### src/rtl/mfe_led7seg_pkg.sv
// Shared definitions for the led7seg family of blocks.
//  - seg_bit_t   : bit positions of each segment inside an 8-bit pattern {dp,g,f,e,d,c,b,a}
//  - SEG_BLANK   : all-segments-off pattern (active-high form)
//  - hex_to_seg  : hex nibble -> active-high segment pattern (dp cleared)
//  - scan/shift FSM state types used by the 74HC595 scan driver
package mfe_led7seg_pkg;

  typedef enum int {
    SEG_A  = 0,
    SEG_B  = 1,
    SEG_C  = 2,
    SEG_D  = 3,
    SEG_E  = 4,
    SEG_F  = 5,
    SEG_G  = 6,
    SEG_DP = 7
  } seg_bit_t;

  localparam logic [7:0] SEG_BLANK = 8'h00;

  typedef enum logic [1:0] {
    SCAN_LOAD,
    SCAN_SHIFT,
    SCAN_DWELL
  } scan_state_t;

  typedef enum logic [1:0] {
    SH_IDLE,
    SH_SHIFT,
    SH_LATCH
  } sh_state_t;

  function automatic logic [7:0] hex_to_seg(input logic [3:0] nib);
    logic [7:0] seg;
    case (nib)
      4'h0: seg = 8'h3F;
      4'h1: seg = 8'h06;
      4'h2: seg = 8'h5B;
      4'h3: seg = 8'h4F;
      4'h4: seg = 8'h66;
      4'h5: seg = 8'h6D;
      4'h6: seg = 8'h7D;
      4'h7: seg = 8'h07;
      4'h8: seg = 8'h7F;
      4'h9: seg = 8'h6F;
      4'hA: seg = 8'h77;
      4'hB: seg = 8'h7C;
      4'hC: seg = 8'h39;
      4'hD: seg = 8'h5E;
      4'hE: seg = 8'h79;
      default: seg = 8'h71;
    endcase
    return seg;
  endfunction

endpackage

### src/rtl/mfe_hc595_shifter.sv
// Serialises one W-bit frame into a chain of 74HC595 registers, MSB first,
// then pulses the storage clock once.
// Ports:
//  clk, rst     clock, synchronous active-high reset
//  load         start a frame (accepted only while idle)
//  frame        W-bit frame captured on load
//  busy         high while shifting/latching; drops in the final latch cycle
//  sclk         shift clock: CLK_DIV cycles low, CLK_DIV cycles high per bit
//  rclk         storage clock: high CLK_DIV cycles after the last bit
//  dio          serial data, updated at the start of each sclk-low phase
module mfe_hc595_shifter
  import mfe_led7seg_pkg::*;
#(
  parameter int W       = 16,
  parameter int CLK_DIV = 4
) (
  input  logic         clk,
  input  logic         rst,
  input  logic         load,
  input  logic [W-1:0] frame,
  output logic         busy,
  output logic         sclk,
  output logic         rclk,
  output logic         dio
);

  localparam int CW = (CLK_DIV > 1) ? $clog2(CLK_DIV) : 1;
  localparam int BW = (W > 1) ? $clog2(W) : 1;

  sh_state_t      r_state, w_state_nxt;
  logic [W-1:0]   r_sh,    w_sh_nxt;
  logic [CW-1:0]  r_cnt,   w_cnt_nxt;
  logic [BW-1:0]  r_bit,   w_bit_nxt;
  logic           r_high,  w_high_nxt;
  logic           r_sclk,  w_sclk_nxt;
  logic           r_rclk,  w_rclk_nxt;
  logic           r_dio,   w_dio_nxt;
  logic           w_cnt_last;

  assign w_cnt_last = (r_cnt == CW'(CLK_DIV - 1));

  always_ff @(posedge clk) begin
    if (rst) begin
      r_state <= SH_IDLE;
      r_sh    <= '0;
      r_cnt   <= '0;
      r_bit   <= '0;
      r_high  <= 1'b0;
      r_sclk  <= 1'b0;
      r_rclk  <= 1'b0;
      r_dio   <= 1'b0;
    end else begin
      r_state <= w_state_nxt;
      r_sh    <= w_sh_nxt;
      r_cnt   <= w_cnt_nxt;
      r_bit   <= w_bit_nxt;
      r_high  <= w_high_nxt;
      r_sclk  <= w_sclk_nxt;
      r_rclk  <= w_rclk_nxt;
      r_dio   <= w_dio_nxt;
    end
  end

  always_comb begin
    w_state_nxt = r_state;
    w_sh_nxt    = r_sh;
    w_cnt_nxt   = r_cnt;
    w_bit_nxt   = r_bit;
    w_high_nxt  = r_high;
    w_sclk_nxt  = r_sclk;
    w_rclk_nxt  = r_rclk;
    w_dio_nxt   = r_dio;
    case (r_state)
      SH_IDLE: begin
        if (load) begin
          // First bit goes out with the load; r_sh holds the remaining bits at its MSB.
          w_state_nxt = SH_SHIFT;
          w_dio_nxt   = frame[W-1];
          w_sh_nxt    = frame << 1;
          w_cnt_nxt   = '0;
          w_bit_nxt   = '0;
          w_high_nxt  = 1'b0;
          w_sclk_nxt  = 1'b0;
        end
      end
      SH_SHIFT: begin
        if (w_cnt_last) begin
          w_cnt_nxt = '0;
          if (!r_high) begin
            w_sclk_nxt = 1'b1;
            w_high_nxt = 1'b1;
          end else if (r_bit == BW'(W - 1)) begin
            w_sclk_nxt  = 1'b0;
            w_high_nxt  = 1'b0;
            w_rclk_nxt  = 1'b1;
            w_state_nxt = SH_LATCH;
          end else begin
            w_sclk_nxt = 1'b0;
            w_high_nxt = 1'b0;
            w_dio_nxt  = r_sh[W-1];
            w_sh_nxt   = r_sh << 1;
            w_bit_nxt  = r_bit + 1'b1;
          end
        end else begin
          w_cnt_nxt = r_cnt + 1'b1;
        end
      end
      SH_LATCH: begin
        if (w_cnt_last) begin
          w_cnt_nxt   = '0;
          w_rclk_nxt  = 1'b0;
          w_state_nxt = SH_IDLE;
        end else begin
          w_cnt_nxt = r_cnt + 1'b1;
        end
      end
      default: w_state_nxt = SH_IDLE;
    endcase
  end

  // busy drops one cycle early so the caller's next state lines up with the idle cycle.
  assign busy = (r_state != SH_IDLE) && !((r_state == SH_LATCH) && w_cnt_last);
  assign sclk = r_sclk;
  assign rclk = r_rclk;
  assign dio  = r_dio;

endmodule

### src/rtl/mfe_led7seg_74hc595_scan.sv
// Self-scanning driver for an N-digit 7-segment board built from chained 74HC595s.
// Holds a per-digit pattern buffer, decodes hex or stores raw patterns, and sends
// one {seg[7:0], sel[NUM_DIGITS-1:0]} frame per digit followed by a dwell time.
// Ports:
//  clk, rst    clock, synchronous active-high reset
//  wr_en       buffer write strobe (any cycle, any state)
//  wr_addr     digit index; indexes >= NUM_DIGITS are ignored
//  wr_raw      1: wr_data is a raw {dp,g,f,e,d,c,b,a} pattern; 0: hex nibble + dp in bit 7
//  wr_data     write data
//  dig_en      per-digit enable, sampled when a digit's frame is loaded
//  sclk, rclk, dio  74HC595 shift clock, storage clock, serial data
//  frame_done  1-cycle pulse after the last digit's dwell
module mfe_led7seg_74hc595_scan
  import mfe_led7seg_pkg::*;
#(
  parameter int NUM_DIGITS     = 8,
  parameter int CLK_DIV        = 4,
  parameter int HOLD_CYCLES    = 1000,
  parameter int SEG_ACTIVE_LOW = 1,
  parameter int DIG_ACTIVE_LOW = 0,
  localparam int AW = (NUM_DIGITS > 1) ? $clog2(NUM_DIGITS) : 1
) (
  input  logic                  clk,
  input  logic                  rst,
  input  logic                  wr_en,
  input  logic [AW-1:0]         wr_addr,
  input  logic                  wr_raw,
  input  logic [7:0]            wr_data,
  input  logic [NUM_DIGITS-1:0] dig_en,
  output logic                  sclk,
  output logic                  rclk,
  output logic                  dio,
  output logic                  frame_done
);

  localparam int            SW        = 8 + NUM_DIGITS;
  localparam int            HW        = (HOLD_CYCLES > 1) ? $clog2(HOLD_CYCLES) : 1;
  localparam int            HOLD_LAST = (HOLD_CYCLES > 0) ? HOLD_CYCLES - 1 : 0;
  localparam logic [AW-1:0] IDX_LAST  = AW'(NUM_DIGITS - 1);

  logic [7:0]            r_buf [NUM_DIGITS];
  scan_state_t           r_state, w_state_nxt;
  logic [AW-1:0]         r_idx, w_idx_nxt;
  logic [HW-1:0]         r_hold, w_hold_nxt;
  logic                  r_frame_done, w_frame_done_nxt;
  logic                  w_load, w_busy, w_advance;
  logic [7:0]            w_wr_pat, w_seg;
  logic [NUM_DIGITS-1:0] w_sel;
  logic [SW-1:0]         w_frame;

  always_comb begin
    w_wr_pat = wr_raw ? wr_data : hex_to_seg(wr_data[3:0]);
    if (!wr_raw) w_wr_pat[SEG_DP] = wr_data[7];
  end

  always_ff @(posedge clk) begin
    if (rst) begin
      for (int unsigned i = 0; i < NUM_DIGITS; i++) r_buf[i] <= SEG_BLANK;
    end else if (wr_en && (32'(wr_addr) < NUM_DIGITS)) begin
      r_buf[wr_addr] <= w_wr_pat;
    end
  end

  // Frame is built from registered buffer contents and captured by the shifter on load,
  // so a write landing on the load edge only shows up on the next scan.
  always_comb begin
    w_seg = dig_en[r_idx] ? r_buf[r_idx] : SEG_BLANK;
    if (SEG_ACTIVE_LOW != 0) w_seg = ~w_seg;
    w_sel = (NUM_DIGITS)'(1) << r_idx;
    if (DIG_ACTIVE_LOW != 0) w_sel = ~w_sel;
    w_frame = {w_seg, w_sel};
  end

  always_ff @(posedge clk) begin
    if (rst) begin
      r_state      <= SCAN_LOAD;
      r_idx        <= '0;
      r_hold       <= '0;
      r_frame_done <= 1'b0;
    end else begin
      r_state      <= w_state_nxt;
      r_idx        <= w_idx_nxt;
      r_hold       <= w_hold_nxt;
      r_frame_done <= w_frame_done_nxt;
    end
  end

  always_comb begin
    w_state_nxt      = r_state;
    w_idx_nxt        = r_idx;
    w_hold_nxt       = r_hold;
    w_frame_done_nxt = 1'b0;
    w_load           = 1'b0;
    w_advance        = 1'b0;
    case (r_state)
      SCAN_LOAD: begin
        w_load      = 1'b1;
        w_state_nxt = SCAN_SHIFT;
      end
      SCAN_SHIFT: begin
        if (!w_busy) begin
          if (HOLD_CYCLES == 0) begin
            w_advance = 1'b1;
          end else begin
            w_hold_nxt  = '0;
            w_state_nxt = SCAN_DWELL;
          end
        end
      end
      SCAN_DWELL: begin
        if (r_hold == HW'(HOLD_LAST)) w_advance = 1'b1;
        else                          w_hold_nxt = r_hold + 1'b1;
      end
      default: w_state_nxt = SCAN_LOAD;
    endcase
    if (w_advance) begin
      w_state_nxt = SCAN_LOAD;
      if (r_idx == IDX_LAST) begin
        w_idx_nxt        = '0;
        w_frame_done_nxt = 1'b1;
      end else begin
        w_idx_nxt = r_idx + 1'b1;
      end
    end
  end

  mfe_hc595_shifter #(
    .W       (SW),
    .CLK_DIV (CLK_DIV)
  ) u_shifter (
    .clk   (clk),
    .rst   (rst),
    .load  (w_load),
    .frame (w_frame),
    .busy  (w_busy),
    .sclk  (sclk),
    .rclk  (rclk),
    .dio   (dio)
  );

  assign frame_done = r_frame_done;

endmodule
### config.mk
export PLATFORM = sky130hd
export DESIGN_NAME = mfe_led7seg_74hc595_scan
export DESIGN_NICKNAME = d
export VERILOG_FILES = /design/src/rtl/mfe_led7seg_pkg.sv /design/src/rtl/mfe_hc595_shifter.sv /design/src/rtl/mfe_led7seg_74hc595_scan.sv
export SDC_FILE = /design/constraint.sdc
export NUM_CORES = 1
export LEC_CHECK = 0
export CAP_MARGIN = 10
export CORE_MARGIN = 2
export CORE_UTILIZATION = 50
export CTS_BUF_LIST = sky130_fd_sc_hd__clkbuf_2
export CTS_CLUSTER_DIAMETER = 80
export DETAILED_ROUTE_END_ITERATION = 16
export PLACE_DENSITY = 0.71
export SLEW_MARGIN = 20
export SYNTH_ARGS = -nofsm -noshare
export SYNTH_HDL_FRONTEND = slang
export SYNTH_SLANG_ARGS = --single-unit
### constraint.sdc
create_clock -name clk -period 1.7 [get_ports clk]
set_input_delay 0.255 -clock clk [delete_from_list [all_inputs] [get_ports clk]]
set_output_delay 0.255 -clock clk [all_outputs]
set_load 0.01 [all_outputs]
Word-level counts from Yosys, hierarchy flattened
Memory sizes are Yosys's and may differ from the RTL's. A register that Yosys moved wholly into a read port is not among the register bits.
Cells that the tools add are included.
{"block": "totals", "ramBits": 64, "n_memories": 2, "mem_bits_ro": 112, "elab_cells": 117, "regBits": 43, "inputBits": 23}
{"block": "op_classes", "magnitude_cmp": 1, "n_addsub": 4, "reduce_logical": 21, "n_shift": 1, "mux": 58, "n_bitwise": 3, "n_eq_ne": 16}
{"memory": "(name not given)", "words": 16, "word_bits": 7, "read_ports": 1, "rd_clocked_by_memory_dff": 0, "wr": 0, "line": "mfe_led7seg_pkg.sv:35", "rtl": "case (nib)"}
{"memory": "r_buf", "words": 8, "word_bits": 8, "read_ports": 1, "rd_clocked_by_memory_dff": 1, "wr": 8, "line": "mfe_led7seg_74hc595_scan.sv:41", "rtl": "logic [7:0] r_buf [NUM_DIGITS];"}
{"cell": "$mux W16", "count": 4}
{"cell": "$pmux W16 S2", "count": 1}
{"cell": "$mux W8", "count": 3}
{"cell": "$mux W1", "count": 23}
{"cell": "$mux W10", "count": 2}
{"cell": "$pmux W10 S2", "count": 1}
{"cell": "$mux W2", "count": 8}
{"cell": "$mux W4", "count": 4}
{"cell": "$reduce_and A5 Y1", "count": 3}
{"cell": "$mux W3", "count": 4}
{"cell": "$pmux W2 S3", "count": 2}
{"cell": "$add A10 B1 Y10 const B", "count": 1}
{"cell": "$eq A10 B10 Y1 const B", "count": 1}
{"cell": "$ne A2 B1 Y1 const B", "count": 5}
{"cell": "$reduce_bool A2 Y1", "count": 5}
{"cell": "$not A8 Y8", "count": 1}
{"cell": "$pmux W4 S2", "count": 1}
{"cell": "$reduce_or A8 Y1", "count": 1}
{"cell": "$shl A1 B3 Y8 const A", "count": 1}
{"cell": "$eq A2 B2 Y1 const B", "count": 3}
{"cell": "$ne A2 B2 Y1 const B", "count": 3}
{"cell": "$pmux W1 S2", "count": 3}
{"cell": "$reduce_and A3 Y1", "count": 2}
{"cell": "$reduce_or A2 Y1", "count": 3}
{"cell": "other kinds (14)", "count": 19}

Depth between registers and ports, before layout
Gate-level depths: netlist (run 1).
{"block": "logic_depth", "word_depth": 6, "mapped_depth": 7, "depth_no_buf": 6}

Hierarchy
A second synthesis (run 1) with hierarchy kept.
{"block": "hier_totals", "hier_cells": 504, "hier_area_um2": 5592.9}
{"mod": "mfe_led7seg_74hc595_scan", "area_each_um2": 4236.6, "seq_area_each_um2": 2302.2, "cells_per_inst": 355, "n_inst": 1}
{"mod": "mfe_hc595_shifter", "area_each_um2": 1356.3, "seq_area_each_um2": 520.5, "cells_per_inst": 149, "n_inst": 1}

Worst setup path after synthesis (run 1)
OpenSTA, ideal clock, no wires.
{"block": "synth_path", "path_kind": "flip-flop to flip-flop", "from": "reg u_shifter.r_bit[0]", "to": "reg u_shifter.r_sh[11]", "period_less_slack_ns": 1.681, "setup_slack_ns": 0.019, "required_ns": 1.560, "stages_incl_launch_ff": 7, "arrival_time_ns": 1.541, "setup_time_ns": 0.140, "path_cell_list": "dfxtp_1 -> ha_1 -> and3_1 -> a22o_1 -> nor2_1 -> buf_2 -> o311ai_0"}
{"block": "synth_between", "elab_chain_len": 3}
{"item": "from (decl)", "line": "mfe_hc595_shifter.sv:33", "rtl": "logic [BW-1:0] r_bit, w_bit_nxt;"}
{"item": "from (signal assigned)", "line": "mfe_hc595_shifter.sv:56", "rtl": "r_bit <= w_bit_nxt;"}
{"item": "$eq A4 B4 Y1", "line": "mfe_hc595_shifter.sv:92", "rtl": "end else if (r_bit == BW'(W - 1)) begin"}
{"item": "$ne A2 B2 Y1 (no source line)"}
{"item": "$reduce_and A5 Y1 (no source line)"}
{"item": "to (signal assigned)", "line": "mfe_hc595_shifter.sv:54", "rtl": "r_sh <= w_sh_nxt;"}
{"item": "to (decl)", "line": "mfe_hc595_shifter.sv:31", "rtl": "logic [W-1:0] r_sh, w_sh_nxt;"}
Every way passes these cells.
A chain may end at the register's enable or synchronous reset.

==> summary.txt, run 1 <==
Timing
  – Clock skew: 0.0219 ns
  – Rel. slew slack: between 60 and 70%
  – Part of the cycle the worst path needs: 101%
  – Hold Fails Final Rpt: 0
  – Worst-Margin Slew: about 0.53 ns
  – Maximum clock frequency: around 580 MHz
  – Slew Viols, Final: 0
  – Fin crit period: 1.71 ns
  – RSZ-0062 raised after global routing: true
  – Final WS setup: -0.0128 ns
  – # setup viols final: 2

Flow run
  – Maxcap violations: 0

Global route
  – Total track usage: between 20% and 30%
  – Largest net degree at the start of global routing: 37
  – GRT overflow: 0
  – Vias in the first global route: approximately 4200
  – Initial antenna violation count: 0
  – First-pass GRT wire length: 20.2 mm
  – Met1 usage: 30.5%
  – GR peak layer: met2
  – Met2 usage: 36.3%
  – Met3 usage in global routing: under 10%

Worst setup path
  – Worst R2R Setup Slack: -0.01 ns
  – Worst EP required: 2.22 ns
  – CP startpoint kind: flop
  – Critical path endpoint category: flop
  – CP arrival: between 2 and 2.5 ns
  – Critical path class: reg2reg
  – Worst-path maximum fanout: 4

Routing
  – Via count: 4311
  – Final WL: 12.6 mm
  – ANT nets after route: 0
  – DRC viols: 0
  – DRT iter0 DRCs: between 200 and 300
  – First drt pass iteration count: 4
  – Vias per cell: about 5.9
  – WL per Instance: 17.2 um

Power and ir drop
  – Power, Total: ~7000 uW
  – Psw: 2440 uW
  – Pleak: 0.00249 uW
  – P_int: 4560 uW
  – Logic pwr share: 38.0%
  – Clock power share: ~16%
  – Part of the power in registers: around 46%
  – Power Dens Cells: 1040 nW/um^2
  – Switching Fraction: 34.8%
  – Peak supply drop: 0.776 mV

Synthesis
  – Warnings, synthesis: 0
  – Synth area leader: edfxtp_1
  – Synthesized area per cell: 10.9 um^2
  – Synth unique cells: 55
  – Largest cells by area after synthesis: edfxtp_1 35%, dfxtp_1 16%, mux4_2 7.4%
  – Synth Area in Compound Gates: between 10% and 20%
  – Register bit total from synthesis: 109
  – FFs w/ async S/R, synth: 0%
  – Proportion of synthesized area in mux cells: 10.8%
  – Adder-Cell Fraction of Synth Area: roughly 4.6%
  – Sequential fraction of the synthesis area: 51.7%
  – Synth Area in Simple Gates: 16.0%
  – Post-Syn Area: approximately 5500 um^2
  – Largest family of logic cells by synthesized area: simple AND/OR/NAND/NOR gates
  – Post-synthesis xor/xnor area fraction: 0.160%
  – Syn_nets: approximately 540
  – Top FF cell, synth: edfxtp_1
  – Synth top area share: 35.2%
  – Synthesized instance count: 501
  – Number of enable flip-flop cells after synthesis: 64

Floorplanning
  – Die area: 11800 um^2
  – Core area: 10700 um^2
  – Starting Density: 50.8%
  – Die W: 109 um
  – Io pins: 27
  – Die Y-Extent: 109 um
  – Floorplan row count: 38

Clock tree
  – # clock sinks: between 100 and 150
  – Skew-Pair Late Insertion Delay: 0.58 ns
  – Reg clk slew, reported paths: approximately 0.3 ns
  – H-tree depth: 3
  – Maximum root-to-sink buffer count: 2
  – CTS tree: done
  – Hold_buf cts: 0
  – Root buffer cell: clkbuf_2
  – CTS Buf Count: 9

Place
  – Placer Congestion: 0.839
  – Setup Slack @ Placement: -0.573 ns
  – Post-DP HPWL: 8.87 mm
  – Placement Cell Area: 6430 um^2
  – # port buffers: 26
  – Inst Count DP: approximately 710

Cells and area
  – Post-layout util: approximately 63%
  – Nets@finish: around 630
  – ANT cells: 0
  – Fin area: 6750 um^2
  – Syn-to-layout area delta: 23.5%
  – Share of cells above drive strength 1: about 26%
  – Final std cells w/o fill: 736

Outcome
  – Outcome: finished with violations
  – Violated checks: setup timing

Min path
  – Min-delay worst type: in2reg
## critical path, cell delays in order, from the launching register on
cell	delay [ns]
dfxtp_2	0.41
or3b_4	0.41
nor4_4	0.38
buf_4	0.19
mux2i_1	0.21
nor2_1	0.05
## routing by layer
| metal | vias to the layer above | share of wire (%) |
|---|---|---|
| li1 | 2048 | - |
| met1 | 2120 | 45 |
| met2 | 120 | 49 |
| met3 | 23 | 4.6 |
| met4 | 0 | 2.3 |
| met5 | - | 0 |
## sequential cells by signal, indices dropped and copies added, names as in the netlist, 2 cells and up, named ones only
| signal | count |
|---|---|
| u_shifter.r_cnt | 2 |
| r_buf | 64 |
| r_idx | 3 |
| u_shifter.r_state | 2 |
| r_state | 2 |
| u_shifter.r_sh | 15 |
| r_hold | 10 |
| u_shifter.r_bit | 4 |
## power by group through the flow
| stage | clock, uW | combinational, uW | sequential [uW] |
|---|---|---|---|
| floorplan | 0 | 1390 | 3240 |
| global placement | 0 | 2220 | 3250 |
| detailed placement | 0 | 2280 | 3270 |
| CTS | 1130 | 2290 | 3220 |
| global route | 1230 | 2900 | 3260 |
| finish | 1110 | 2660 | 3230 |
## area by class of cell
type,instances,area [um^2]
tap,140,175
clock buffer,9,45.0
clock inverter,7,58.8
sequential,109,2840
multi-input combinational,342,2530
fill,902,4000
timing repair buffer,106,1010
inverter,23,86.3
## cell usage after synthesis (all sizes together) (3+ instances only)
cell type,count
edfxtp,64
and3,3
a22oi,8
nand4,20
inv,23
nor2b,10
o31ai,5
nor2,84
a21oi,32
mux4,18
o311ai,8
ha,20
a211oi,14
clkbuf,14
mux2i,16
nand2b,11
buf,13
dfxtp,45
nor3,5
nand3,11
o2111ai,6
o21ai,10
nand2,26
and2,3
## final timing paths
| kind | start | endpoint | depth (start not counted) |
|---|---|---|---|
| hold reg to reg | r_hold[9] | r_hold[9] | 2 |
| setup / recovery | r_hold[9] | flop | 5 |
| hold / removal | wr_data[7] | r_buf[1][7] | 3 |
| setup reg to reg | r_hold[9] | flop | 5 |
## cell families after synthesis
logic type	count (synthesis)
mux	36
xor+xnor	1
simple gates	182
fa+ha+maj	20
compound gates	103
buf+inv	50
flops	109
## per-stage QoR
stage | hold WS [ns] | setup TNS (ns)
CTS | 0.434 | 0
detailed placement | 0.474 | -26.44
global route | 0.423 | -0.296
finish | 0.460 | -0.0254
global placement | 0.461 | -20.97
floorplan | 0.438 | 0
## placed cells by master (no fill, tap or decap), types with 11 or more instances in the layout
cell | netlist | layout
mux2i_1 | 16 | 16
ha_1 | 20 | 17
dfxtp_1 | 45 | 33
nand4_1 | 20 | 20
buf_4 | 1 | 66
inv_1 | 23 | 22
nor2_1 | 84 | 83
nand2b_1 | 11 | 11
nand2_1 | 26 | 26
buf_12 | 0 | 11
edfxtp_1 | 64 | 64
a21oi_1 | 32 | 28
clkdlybuf4s50_1 | 0 | 22
nand3_1 | 11 | 11
a211oi_1 | 14 | 12
mux4_2 | 18 | 18
## timing repair
item	4_1_cts	5_1_grt
pin swaps	0	10
gates resized for setup	13	36
setup endpoints to repair	18	53
setup buffers	1	8
cloned	0	2
(Power assumes the default switching activity.)
==> run 2, diff against run 1 <==
--- a/config.mk
+++ b/config.mk
@@ -11,8 +11,11 @@
 export CTS_BUF_LIST = sky130_fd_sc_hd__clkbuf_2
 export CTS_CLUSTER_DIAMETER = 80
 export DETAILED_ROUTE_END_ITERATION = 16
-export PLACE_DENSITY = 0.71
+export DONT_BUFFER_PORTS = 1
+export GPL_ROUTABILITY_DRIVEN = 0
+export PLACE_DENSITY = 0.68
 export SLEW_MARGIN = 20
 export SYNTH_ARGS = -nofsm -noshare
 export SYNTH_HDL_FRONTEND = slang
 export SYNTH_SLANG_ARGS = --single-unit
+export TNS_END_PERCENT = 5
==> run 2 against run 1 <==
  * The run still ends with setup timing left
  * Worst hold slack lost 0.43 ns
  * Sequential share of layout area grew 4.3 points
  * Maximum frequency grew 0.10%
  * Highest routed layer unchanged
==> summary.txt, run 2 (synthesis gave the netlist of run 1 again) <==
Floorplanning
  – Core area: 10700 um^2
  – Die Y-Extent: 109 um
  – Floorplan row count: 38
  – Io pins: 27
  – Die area: between 10000 and 15000 um^2
  – Die W: 109 um
  – Starting Density: 50.8%

Worst setup path
  – Critical path class: reg2reg
  – Slowest cell on the critical path: a2111o_1
  – CP startpoint kind: flop
  – CP Cell Sequence: or3b_4 -> o31a_1 -> a2111o_1 -> nand2_1
  – Worst EP required: 2.25 ns
  – Worst-path maximum fanout: 6
  – Sum of buffers and inverters on the critical path: 0
  – CP arrival: 2.27 ns
  – CP delay by family, top: compound AO/OA/AOI/OAI gates
  – Critical path endpoint category: flop
  – Crit path largest cell delay: 0.43 ns

Outcome
  – Outcome: finished with violations
  – Violated checks: setup timing

Timing
  – Hold Fails Final Rpt: 0
  – Final WS setup: -0.0110 ns
  – Clock skew: 0.0375 ns
  – RSZ-0062 raised after global routing: true
  – Rel. slew slack: 50.9%
  – Worst-Margin Slew: 0.731 ns
  – Slew Viols, Final: 0
  – Part of the cycle the worst path needs: 101%
  – Setup_tns: -0.0110 ns
  – Maximum clock frequency: a little under 600 MHz
  – Fin crit period: 1.71 ns
  – # setup viols final: 1

Routing
  – Vias per cell: 5.89
  – First drt pass iteration count: 4
  – DRC viols: 0
  – WL per Instance: roughly 18 um
  – ANT nets after route: 0
  – DRT iter0 DRCs: about 460
  – Final WL: 11.9 mm
  – Via count: 3943

Cells and area
  – Most frequent cells in the layout: 83 x nor2_1, 64 x edfxtp_1, 35 x dfxtp_1, 32 x a21oi_1, 30 x buf_4
  – Post-layout util: between 50% and 60%
  – Nets@finish: 568
  – Share of cells above drive strength 1: 19.2%
  – Biggest regs: r_buf: 64 flops, u_shifter.r_sh: 15 flops, r_hold: 10 flops
  – Syn-to-layout area delta: 11.9%
  – Max reg flops: 64
  – Most common cell after layout, fill and taps aside: nor2_1
  – ANT cells: 0
  – Top reg by flops: r_buf

Clock tree
  – Post-CTS Setup Bufs: 0
  – # clock sinks: about 110
  – Skew-Pair Late Insertion Delay: 0.58 ns
  – CTS tree: done
  – CTS Buf Count: 9
  – Reg clk slew, reported paths: 0.30 ns
  – H-tree depth: 3
  – Maximum root-to-sink buffer count: 2
  – Root buffer cell: clkbuf_2

Power and ir drop
  – Power Dens Cells: 1100 nW/um^2
  – Peak supply drop: 0.715 mV
  – Pleak: 0.00215 uW

Global route
  – Vias in the first global route: 3852
  – First-pass GRT wire length: 19.1 mm
  – Initial antenna violation count: 0
  – Largest net degree at the start of global routing: between 40 and 50
  – GRT overflow: 0
  – Total track usage: 21.1%

Flow run
  – Maxcap violations: 0

Min path
  – Min-delay worst type: in2reg

Place
  – # port buffers: 0
  – Post-DP HPWL: approximately 8 mm
run 2: path summary, 6_finish.rpt:
path              from     endpoint  slack, ns  cells past startpoint
max          r_hold[4]    r_hold[2]      -0.01                      4
min             wr_raw  r_buf[7][1]       0.03                      2
max reg2reg  r_hold[4]    r_hold[2]      -0.01                      4
min reg2reg  r_hold[9]    r_hold[9]       0.50                      2
run 2: what timing repair did:
action	in CTS	in global routing
pin swaps	0	4
endpoints found under the setup margin	16	25
hold buffers	4	0
cloned	0	0
endpoints found under the hold margin	53	0
gates resized for setup	13	22
run 2: layout make-up:
type | instances | area (um^2)
inverters | 23 | 86.3
flip-flops and latches | 109 | 2840
repair buffers | 40 | 382
fillers | 923 | 4640
clock buffers | 9 | 45.0
multi-input cells | 342 | 2500
well taps | 140 | 175
clock inverters | 7 | 81.3
run 2: metrics by stage:
step	std cells	hold WS [ns]	power [uW]	worst slack, ns	cell area, um^2
3_5_place_dp	650	0.330	5290	-0.0521	5850
2_1_floorplan	501	0.438	4630	0.0189	5460
3_3_place_gp	650	0.328	5220	0.0197	5850
4_1_cts	670	0.00485	6580	0.00776	6040
5_1_grt	670	0.00677	7080	-0.0598	6110
6_report	670	0.0327	6690	-0.0110	6110
run 2: power breakdown:
part | total, uW | internal (uW) | switching, uW | leakage [uW]
Sequential | 3250 | 3100 | 156 | 0.000985
Clock | 1250 | 366 | 886 | 0.0000740
Combinational | 2190 | 919 | 1270 | 0.00109
run 2: worst register-to-register path: stages (launching register included):
cell	delay (ns)
dfxtp_2	0.42
or3b_4	0.42
o31a_1	0.37
a2111o_1	0.43
nand2_1	0.06
run 2: per-layer routing:
metal | vias to the layer above | part of all wire, % | global-route usage [%] | wire length (um)
met4 | 0 | 1.2 | 6.04 | 140
met5 | - | 0 | 0 | 0
li1 | 1928 | - | - | -
met2 | 91 | 51 | 37.4 | 6050
met3 | 12 | 5.6 | 3.74 | 663
met1 | 1912 | 42 | 26.5 | 5030
==> run 3, diff against run 2 <==
--- a/config.mk
+++ b/config.mk
@@ -7,13 +7,13 @@
 export LEC_CHECK = 0
 export CAP_MARGIN = 10
 export CORE_MARGIN = 2
-export CORE_UTILIZATION = 50
+export CORE_UTILIZATION = 25
 export CTS_BUF_LIST = sky130_fd_sc_hd__clkbuf_2
 export CTS_CLUSTER_DIAMETER = 80
 export DETAILED_ROUTE_END_ITERATION = 16
 export DONT_BUFFER_PORTS = 1
 export GPL_ROUTABILITY_DRIVEN = 0
-export PLACE_DENSITY = 0.68
+export PLACE_DENSITY = 0.51
 export SLEW_MARGIN = 20
 export SYNTH_ARGS = -nofsm -noshare
 export SYNTH_HDL_FRONTEND = slang
==> run 3 against run 2 <==
  * Routed wire length increased by 15%
  * First-iteration DRC count decreased by 39%
  * Clock power decreased by 13%
  * Sequential share of layout area decreased by 2.6 points
  * Final cell count increased by 24%
  * Register-to-register slack improved by 0.02 ns
  * Core utilization decreased by 27 points
  * The flow now finishes without violations
  * Worst hold slack improved by 0.035 ns
  * Via count increased by 0.76%
  * Global-route usage decreased by 9.2 points
==> summary.txt, run 3 (synthesis gave the netlist of run 1 again) <==
Outcome
  – Outcome: complete, no violations

Global route
  – Vias in the first global route: approximately 4100
  – Largest net degree at the start of global routing: between 40 and 50
  – First-pass GRT wire length: 22.1 mm
  – Total track usage: between 10% and 20%
  – Initial antenna violation count: 1
  – GRT overflow: 0

Worst setup path
  – Sum of buffers and inverters on the critical path: 1
  – Worst R2R Setup Slack: 0.008 ns
  – Critical path class: reg2reg
  – Slowest cell on the critical path: or3b_4
  – Crit path depth: 5
  – CP delay by family, top: simple AND/OR/NAND/NOR gates
  – Critical path endpoint category: flop
  – Crit path largest cell delay: roughly 0.44 ns
  – Reg2reg path depth: 5
  – Worst EP required: 2.21 ns
  – R2R Path Start: r_hold[4]
  – CP Cell Sequence: or3b_4 -> nor4_4 -> buf_4 -> mux2i_2 -> nor2_1
  – CP startpoint kind: flop
  – CP arrival: 2.21 ns
  – Worst-path maximum fanout: 4

Cells and area
  – Share of cells above drive strength 1: 21.2%
  – Max reg flops: 64
  – Top reg by flops: r_buf
  – Most frequent cells in the layout: 84 x nor2_1, 64 x edfxtp_1, 45 x buf_4, 36 x dfxtp_1, 32 x a21oi_1
  – Most common cell after layout, fill and taps aside: nor2_1
  – Nets@finish: 590
  – Biggest regs: r_buf: 64 flops, u_shifter.r_sh: 15 flops, r_hold: 10 flops
  – Syn-to-layout area delta: 18.4%
  – Fin area: 6460 um^2

Routing
  – DRC viols: 0
  – First drt pass iteration count: 4
  – Vias per cell: 4.77
  – DRT iter0 DRCs: about 280
  – ANT nets after route: 0
  – Final WL: 13.6 mm
  – Via count: 3973
  – WL per Instance: between 15 and 20 um

Timing
  – Maximum clock frequency: around 600 MHz
  – RSZ-0062 raised after global routing: true
  – Clock skew: 0.0325 ns
  – Slew Viols, Final: 0
  – # setup viols final: 0
  – Fin crit period: approximately 1.7 ns
  – Part of the cycle the worst path needs: 99.6%
  – Hold Fails Final Rpt: 0
  – Worst-Margin Slew: 0.746 ns
  – Rel. slew slack: approximately 50%

Place
  – Post-DP HPWL: 9.10 mm
  – # port buffers: 0
  – Placement Cell Area: 6100 um^2

Power and ir drop
  – Logic pwr share: 34.7%
  – Clock power share: 16.4%
  – Part of the power in registers: 48.9%
  – Switching Fraction: a little over a third
  – P_int: 4270 uW
  – Pleak: 0.00225 uW
  – Power Dens Cells: 1020 nW/um^2
  – Peak supply drop: 0.621 mV
  – Power, Total: 6630 uW
  – Psw: 2360 uW

Floorplanning
  – Core area: 21600 um^2
  – Io pins: 27
  – Starting Density: between 20% and 30%
  – Die W: roughly 150 um
  – Die Y-Extent: about 150 um
  – Floorplan row count: 54
  – Die area: 23000 um^2

Clock tree
  – Skew-Pair Late Insertion Delay: 0.61 ns
  – Reg clk slew, reported paths: 0.30 ns
  – CTS tree: done
  – # clock sinks: 109
  – Maximum root-to-sink buffer count: 2
  – H-tree depth: 3
  – Root buffer cell: clkbuf_2
  – CTS Buf Count: 9

Flow run
  – Maxcap violations: 0

Min path
  – Hold Path End: r_buf[6][7]
  – Min-delay worst type: in2reg
  – Worst hold path startpoint: wr_addr[1]
  – WHS Path Cells: 3
-- run 3: repair_timing --
action / in CTS / in global routing
hold buffers: 12 / 0
setup endpoints to repair: 15 / 30
pin swaps: 0 / 8
cloned: 0 / 0
resized for setup: 6 / 28
buffers inserted: 0 / 3
hold endpoints to repair: 89 / 0
-- run 3: cell type report --
type                       instances  area (um^2)
fill                            2245        15200
sequential                       109         2840
multi-input combinational        342         2540
timing repair buffer              62          559
tap                              280          350
inverter                          23         86.3
clock inverter                     7         47.5
clock buffer                       9         45.0
antenna                            1         2.50
-- run 3: worst min-delay path: stages --
cell and delay (ns):
nand3_1 0.08, buf_4 0.18, nor2_1 0.05
-- run 3: power by group through the flow --
| stage | combinational [uW] | sequential (uW) | clock [uW] |
|---|---|---|---|
| after global routing | 2550 | 3270 | 1240 |
| after CTS | 2130 | 3240 | 1140 |
| final | 2300 | 3240 | 1090 |
| after global placement | 2030 | 3280 | 0 |
| after detailed placement | 2070 | 3290 | 0 |
| after floorplan | 1390 | 3240 | 0 |
-- run 3: worst max path at each step --
stage / startpoint / to
2_1_floorplan: u_shifter.r_bit[0] / u_shifter.r_sh[11]
5_1_grt: r_hold[9] / flop
6_report: r_hold[4] / flop
4_1_cts: r_hold[0] / r_hold[2]
3_3_place_gp: wr_data[1] / r_buf[7][5]
3_5_place_dp: wr_data[1] / r_buf[6][5]
-- run 3: stage by stage --
stage / TNS, ns / util (%) / worst slack (ns) / hold slack (ns) / cells
floorplan: 0 / - / 0.0189 / 0.438 / 501
detailed placement: -1.42 / 28.2 / -0.0942 / 0.331 / 801
global placement: -0.174 / 28.2 / -0.0239 / 0.330 / 801
global route: -0.629 / 29.9 / -0.0759 / 0.00446 / 833
CTS: 0 / 29.3 / 0.0000686 / 0.000826 / 829
finish: 0 / 29.9 / 0.00760 / 0.0678 / 833
-- run 3: layer usage --
| metal | track usage [%] | wire [um] | up-vias |
|---|---|---|---|
| met3 | 3.57 | 676 | 4 |
| met4 | 2.67 | 82 | 0 |
| met5 | 0 | 0 | - |
| met2 | 19.5 | 6640 | 79 |
| met1 | 15.7 | 6220 | 1929 |
| li1 | - | - | 1961 |
